File: src/rtl/mult_error_sweep.sv
// Exhaustive error sweep around a W-bit approximate multiplier.
// Accumulates mismatch count, max/summed abs error and mean relative error.
module mult_error_sweep #(
  parameter int W    = 4,
  parameter int FRAC = 8
) (
  input  logic                clk,
  input  logic                rst_n,
  input  logic                start,
  output logic                busy,
  output logic                done,
  output logic [W-1:0]        op_a,
  output logic [W-1:0]        op_b,
  input  logic [2*W-1:0]      approx_in,
  output logic [2*W:0]        err_count,
  output logic [2*W-1:0]      max_abs_err,
  output logic [4*W-1:0]      sum_abs_err,
  output logic [2*W+FRAC-1:0] mre
);

  localparam int PW = 2 * W;
  localparam int QW = 2 * W + FRAC;
  localparam int RW = 4 * W + FRAC;
  localparam int CW = $clog2(QW + 1);

  typedef enum logic [2:0] {
    IDLE,
    DRIVE,
    CALC,
    DIV,
    NEXT,
    FIN
  } state_t;

  state_t          state_q;
  logic [PW-1:0]   idx_q;
  logic [PW-1:0]   approx_q;
  logic [PW-1:0]   div_q;
  logic [PW-1:0]   rem_q;
  logic [QW-1:0]   dvd_q;
  logic [CW-1:0]   cnt_q;
  logic [PW:0]     err_q;
  logic [PW-1:0]   max_q;
  logic [4*W-1:0]  sum_q;
  logic [RW-1:0]   rel_q;
  logic            busy_q;
  logic            done_q;

  logic [PW-1:0]   exact;
  logic [PW-1:0]   abs_err;
  logic [PW:0]     rem_sh;
  logic [PW:0]     rem_d;
  logic            q_bit;

  assign exact = {{W{1'b0}}, idx_q[PW-1:W]} *
                 {{W{1'b0}}, idx_q[W-1:0]};

  assign abs_err = (approx_q >= exact) ? approx_q - exact
                                       : exact - approx_q;

  // Restoring step: dividend bits stream out of dvd_q MSB,
  // quotient bits stream into its LSB.
  assign rem_sh = {rem_q, dvd_q[QW-1]};
  assign q_bit  = rem_sh >= {1'b0, div_q};
  assign rem_d  = q_bit ? rem_sh - {1'b0, div_q} : rem_sh;

  always_ff @(posedge clk or negedge rst_n) begin
    if (!rst_n) begin
      state_q  <= IDLE;
      idx_q    <= '0;
      approx_q <= '0;
      div_q    <= '0;
      rem_q    <= '0;
      dvd_q    <= '0;
      cnt_q    <= '0;
      err_q    <= '0;
      max_q    <= '0;
      sum_q    <= '0;
      rel_q    <= '0;
      busy_q   <= 1'b0;
      done_q   <= 1'b0;
    end else begin
      done_q <= 1'b0;
      unique case (state_q)
        IDLE: begin
          if (start) begin
            state_q <= DRIVE;
            busy_q  <= 1'b1;
            idx_q   <= '0;
            err_q   <= '0;
            max_q   <= '0;
            sum_q   <= '0;
            rel_q   <= '0;
          end
        end
        DRIVE: begin
          approx_q <= approx_in;
          state_q  <= CALC;
        end
        CALC: begin
          if (abs_err != '0) begin
            err_q <= err_q + (PW+1)'(1);
            sum_q <= sum_q + (4*W)'(abs_err);
            if (abs_err > max_q)
              max_q <= abs_err;
          end
          rem_q <= '0;
          cnt_q <= '0;
          div_q <= exact;
          if (abs_err != '0 && exact != '0) begin
            dvd_q   <= {abs_err, {FRAC{1'b0}}};
            state_q <= DIV;
          end else begin
            dvd_q   <= '0;
            state_q <= NEXT;
          end
        end
        DIV: begin
          dvd_q <= {dvd_q[QW-2:0], q_bit};
          rem_q <= rem_d[PW-1:0];
          cnt_q <= cnt_q + CW'(1);
          if (cnt_q == CW'(QW - 1))
            state_q <= NEXT;
        end
        NEXT: begin
          rel_q <= rel_q + RW'(dvd_q);
          if (&idx_q) begin
            state_q <= FIN;
            done_q  <= 1'b1;
          end else begin
            idx_q   <= idx_q + PW'(1);
            state_q <= DRIVE;
          end
        end
        FIN: begin
          busy_q  <= 1'b0;
          state_q <= IDLE;
        end
        default: state_q <= IDLE;
      endcase
    end
  end

  assign busy        = busy_q;
  assign done        = done_q;
  assign op_a        = idx_q[PW-1:W];
  assign op_b        = idx_q[W-1:0];
  assign err_count   = err_q;
  assign max_abs_err = max_q;
  assign sum_abs_err = sum_q;
  assign mre         = rel_q[RW-1:PW];

endmodule

File: config.mk
export PLATFORM = sky130hd
export DESIGN_NAME = mult_error_sweep
export DESIGN_NICKNAME = d
export VERILOG_FILES = /design/src/rtl/mult_error_sweep.sv
export SDC_FILE = /design/constraint.sdc
export NUM_CORES = 1
export LEC_CHECK = 0
export ABC_AREA = 1
export CAP_MARGIN = 20
export CELL_PAD_IN_SITES_DETAIL_PLACEMENT = 1
export CELL_PAD_IN_SITES_GLOBAL_PLACEMENT = 1
export CORE_AREA = 8 8 156 158
export CTS_BUF_LIST = sky130_fd_sc_hd__clkbuf_16
export CTS_CLUSTER_SIZE = 20
export DETAILED_ROUTE_END_ITERATION = 8
export DIE_AREA = 0 0 164 166
export GPL_TIMING_DRIVEN = 0
export PLACE_DENSITY_LB_ADDON = 0.05
export REMOVE_ABC_BUFFERS = 1
export SLEW_MARGIN = 30
export SYNTH_ARGS = -nofsm -noshare
export SYNTH_HDL_FRONTEND = slang
export SYNTH_SLANG_ARGS = --single-unit
File: constraint.sdc
create_clock -name clk -period 5.2 [get_ports clk]
set_input_delay 0.52 -clock clk [delete_from_list [all_inputs] [get_ports clk]]
set_output_delay 0.52 -clock clk [all_outputs]
set_load 0.05 [all_outputs]
==> results <==
==> what timing repair did <==
item,in CTS,in global routing
hold endpoints to repair,34,0
hold buffers,1,0
cloned,0,2
gates resized for setup,33,105
pin swaps,9,41
setup endpoints to repair,43,43
setup buffers,23,23
==> cells by family (layout without fill, tap and decap cells) <==
group,count (synthesis),count (layout),synth area share
adders and majority gates,78,78,0.123
DFF,115,115,0.342
buffers and inverters,211,327,0.105
and+or+nand+nor,544,546,0.276
muxes,1,1,0.00134
xor gates and xnor gates,24,24,0.0250
AOI/OAI and AO/OA,185,185,0.127
==> cells in the mapped netlist (3+ instances only) <==
| library cell | instances | area share |
|---|---|---|
| o211ai_1 | 6 | 0.0054 |
| nor4_1 | 5 | 0.0037 |
| nand4_1 | 14 | 0.010 |
| nor2_1 | 80 | 0.036 |
| xor2_1 | 14 | 0.015 |
| clkbuf_1 | 13 | 0.0058 |
| inv_1 | 167 | 0.075 |
| nand3_1 | 65 | 0.039 |
| o22ai_1 | 11 | 0.0082 |
| o21ai_0 | 61 | 0.036 |
| a21o_1 | 3 | 0.0027 |
| ha_1 | 70 | 0.10 |
| a22o_1 | 3 | 0.0031 |
| dfrtp_1 | 115 | 0.34 |
| clkinv_1 | 3 | 0.0013 |
| o21ai_1 | 9 | 0.0054 |
| nand2_2 | 8 | 0.0060 |
| inv_2 | 5 | 0.0022 |
| xnor2_1 | 10 | 0.010 |
| nor2_2 | 3 | 0.0022 |
| a31oi_1 | 4 | 0.0030 |
| nand3b_1 | 6 | 0.0054 |
| buf_4 | 18 | 0.016 |
| o21ai_2 | 4 | 0.0042 |
| fa_1 | 8 | 0.019 |
| o21a_1 | 4 | 0.0036 |
| nor3_1 | 14 | 0.0083 |
| nand2_1 | 333 | 0.15 |
| a21oi_1 | 64 | 0.038 |
| or2_2 | 8 | 0.0060 |
==> metal layers <==
metal	track usage	wire, µm	vias to the layer above
met2	0.337	13200	93
met4	0.0597	512	0
met5	0	0	-
li1	-	-	3936
met1	0.254	12200	3877
met3	0.0325	666	29
==> area by class of cell <==
| cell class | count | area share |
|---|---|---|
| well taps | 285 | 0.0327 |
| multi-input cells | 834 | 0.482 |
| clock buffers | 17 | 0.0390 |
| repair buffers | 118 | 0.101 |
| clock inverters | 15 | 0.0174 |
| flip-flops and latches | 115 | 0.264 |
| inverters | 177 | 0.0630 |
==> placed cells by master (no fill, tap or decap), types with 10 or more instances in the layout <==
master           count
o22ai_1             11
clkbuf_16           17
nor2_1              72
nand2_4             16
xor2_1              13
nand2_1            300
a21oi_1             53
ha_4                17
o21ai_0             58
ha_1                52
dfrtp_1            109
nor3_1              14
inv_1              160
buf_4               46
nand2_2             26
clkdlybuf4s50_1     68
nand3_1             62
inv_2               10
nand4_1             14
==> power groups by stage <==
stage	combinational, mW	sequential (mW)	clock, mW
4_1_cts	3.41	1.31	1.28
5_1_grt	4.51	1.35	1.32
6_report	4.07	1.32	1.26
3_3_place_gp	3.13	1.32	0
3_5_place_dp	3.23	1.32	0
2_1_floorplan	1.97	1.58	0
==> sequential cells by signal, indices dropped and copies added, names as in the netlist <==
name,flops
state_q,3
div_q,8
rel_q,24
busy,1
err_count,9
approx_q,8
max_abs_err,8
dvd_q,16
sum_abs_err,16
done,1
rem_q,8
cnt_q,5
idx_q,8
==> worst max-delay path: stages, from the launching register on <==
cell and delay (ns):
dfrtp_2 0.45, nand2_2 0.08, fa_1 0.50, inv_2 0.05
fa_2 0.62, buf_4 0.12, inv_1 0.04, fa_2 0.38
o21ai_4 0.22, xnor2_4 0.17, inv_2 0.07, ha_4 0.30
nand2_4 0.06, nor2_4 0.10, nand3_1 0.12, nand3_4 0.14
buf_4 0.14, nand3_4 0.07, nand2_4 0.10, inv_4 0.05
ha_4 0.25, a21oi_4 0.18, o21ai_2 0.09, o21bai_2 0.21
or2_2 0.29, nand3_1 0.09, o21ai_2 0.05
==> worst max path at each step <==
stage	slack, ns	cells after the start	end
floorplan	-0.28	26	sum_abs_err[10]
global placement	-1.41	1	sum_abs_err[14]
detailed placement	-0.85	26	sum_abs_err[10]
CTS	0.001	28	sum_abs_err[10]
global route	-0.15	32	sum_abs_err[8]
finish	0.12	26	sum_abs_err[6]
==> through the flow <==
stage          setup slack, ns  std cells  TNS [ns]  cell area (µm²)  total power [mW]
4_1_cts                0.00139       1536         0            10300              5.99
6_report                 0.117       1561         0            10900              6.65
2_1_floorplan           -0.279       1124     -2.59             8200              3.55
5_1_grt                 -0.148       1561     -1.47            10900              7.17
3_5_place_dp            -0.849       1480    -20.31             9320              4.54
3_3_place_gp             -1.41       1478   -180.92             9240              4.44
==> impl_metrics.yaml <==
run_status:
  status: "finished clean"
finish:
  layout-drive-gt1-share: 0.172
  multi_input_area_um2: 5270
  regArea_um2: 2890
  final_util: 0.494
  area_growth_syn_to_layout_pct: 29.9
  antenna_cells: 0
  final_net_count: 1352
  n_fill_cell: 2718
global_routing:
  grt_overflow_total: 0
  grt_use_total: 0.199
  grt_pass1_wl_um: 43800
  grt_max_degree: 82
  grt_pass1_vias: 8510
  grt_antenna_before_repair: 0
die:
  ios: 70
  die_h_um: 166
  coreArea_um2: 22100
  rows: 55
  start_util: 0.381
  die_area_um2: 27200
  die-width_um: 164
hold_path:
  whs_endpoint: "rel_q[5]"
  hold_path_class: "flop to flop"
  hold_path_depth: 2
  hp-start: "rel_q[5]"
logic_synthesis:
  yosys_warnings: 0
  ys_seq_elements: 115
  synth_edf_count: 0
  ys_seq_area_frac: 0.342
  synthCells: 1158
  synthFlopType: "dfrtp_1"
  syn_area_um2: 8410
  async_reset_ff_frac: 1.00
  syn_avg_cell_area_um2: 7.26
  synthDistinctLibCells: 53
detailed_routing:
  drt_pass1_iterations: 4
  drt-total-wl_um: 26600
  viasPerCell: 5.08
  drt_drc_violations_left: 0
  vias: 7935
  ant_nets: 0
  first_iter_violations: 276
  post_drt_wl_per_cell_um: 17.0
setup_path:
  worstSetupEndpointType: "flop"
  r2r-start: "idx_q[1]"
  ff2ff_path_depth: 26
  critical_path_class: "flop to flop"
  cp-startpoint: "idx_q[1]"
  cp-start-kind: "flop"
  arrival_ns: 5.40
  cp_max_fo: 8
  reg2reg_slack_ns: 0.12
  timing.rr.end: "sum_abs_err[6]"
  cp.required_ns: 5.51
power_and_ir_drop:
  seq_power_share: 0.198
  p_per_area_nw_per_um2: 609
  power_frac_clock: 0.189
  switchingPower_mw: 3.25
  switching_share: 0.488
  p_leak_nw: 5.33
  power_frac_comb: 0.613
  internal_power_mw: 3.40
  peakVddDrop_mv: 0.419
timing:
  min_period_over_period: 0.977
  finalHoldViolations: 0
  fmax_mhz: 197
  worst_pin_slew_ns: 0.867
  rsz0062_at_grt: "true"
  fin_crit_ns: 5.08
  finalSetupViolCount: 0
  relSlewSlack: 0.421
  clock_skew_ns: 0.00911
  finalMaxSlewViolations: 0
  holdWs_ns: 0.503
clocking:
  worst_skew_pair.late_latency_ns: 0.43
  cts_tree: "yes"
  cts_buffers: 17
  path_clk_slew_ns: 0.06
  cts_sinks: 115
  cts_root_buf: "clkbuf_16"
  cts_htree_levels: 4
  clk_path_buf_depth: 2
placed_design:
  gp_congestion: 0.822
  portBuffers: 69
  dp_hpwl_um: 18700
flow_run:
  cap_violations: 0
(Power assumes the default switching activity.)
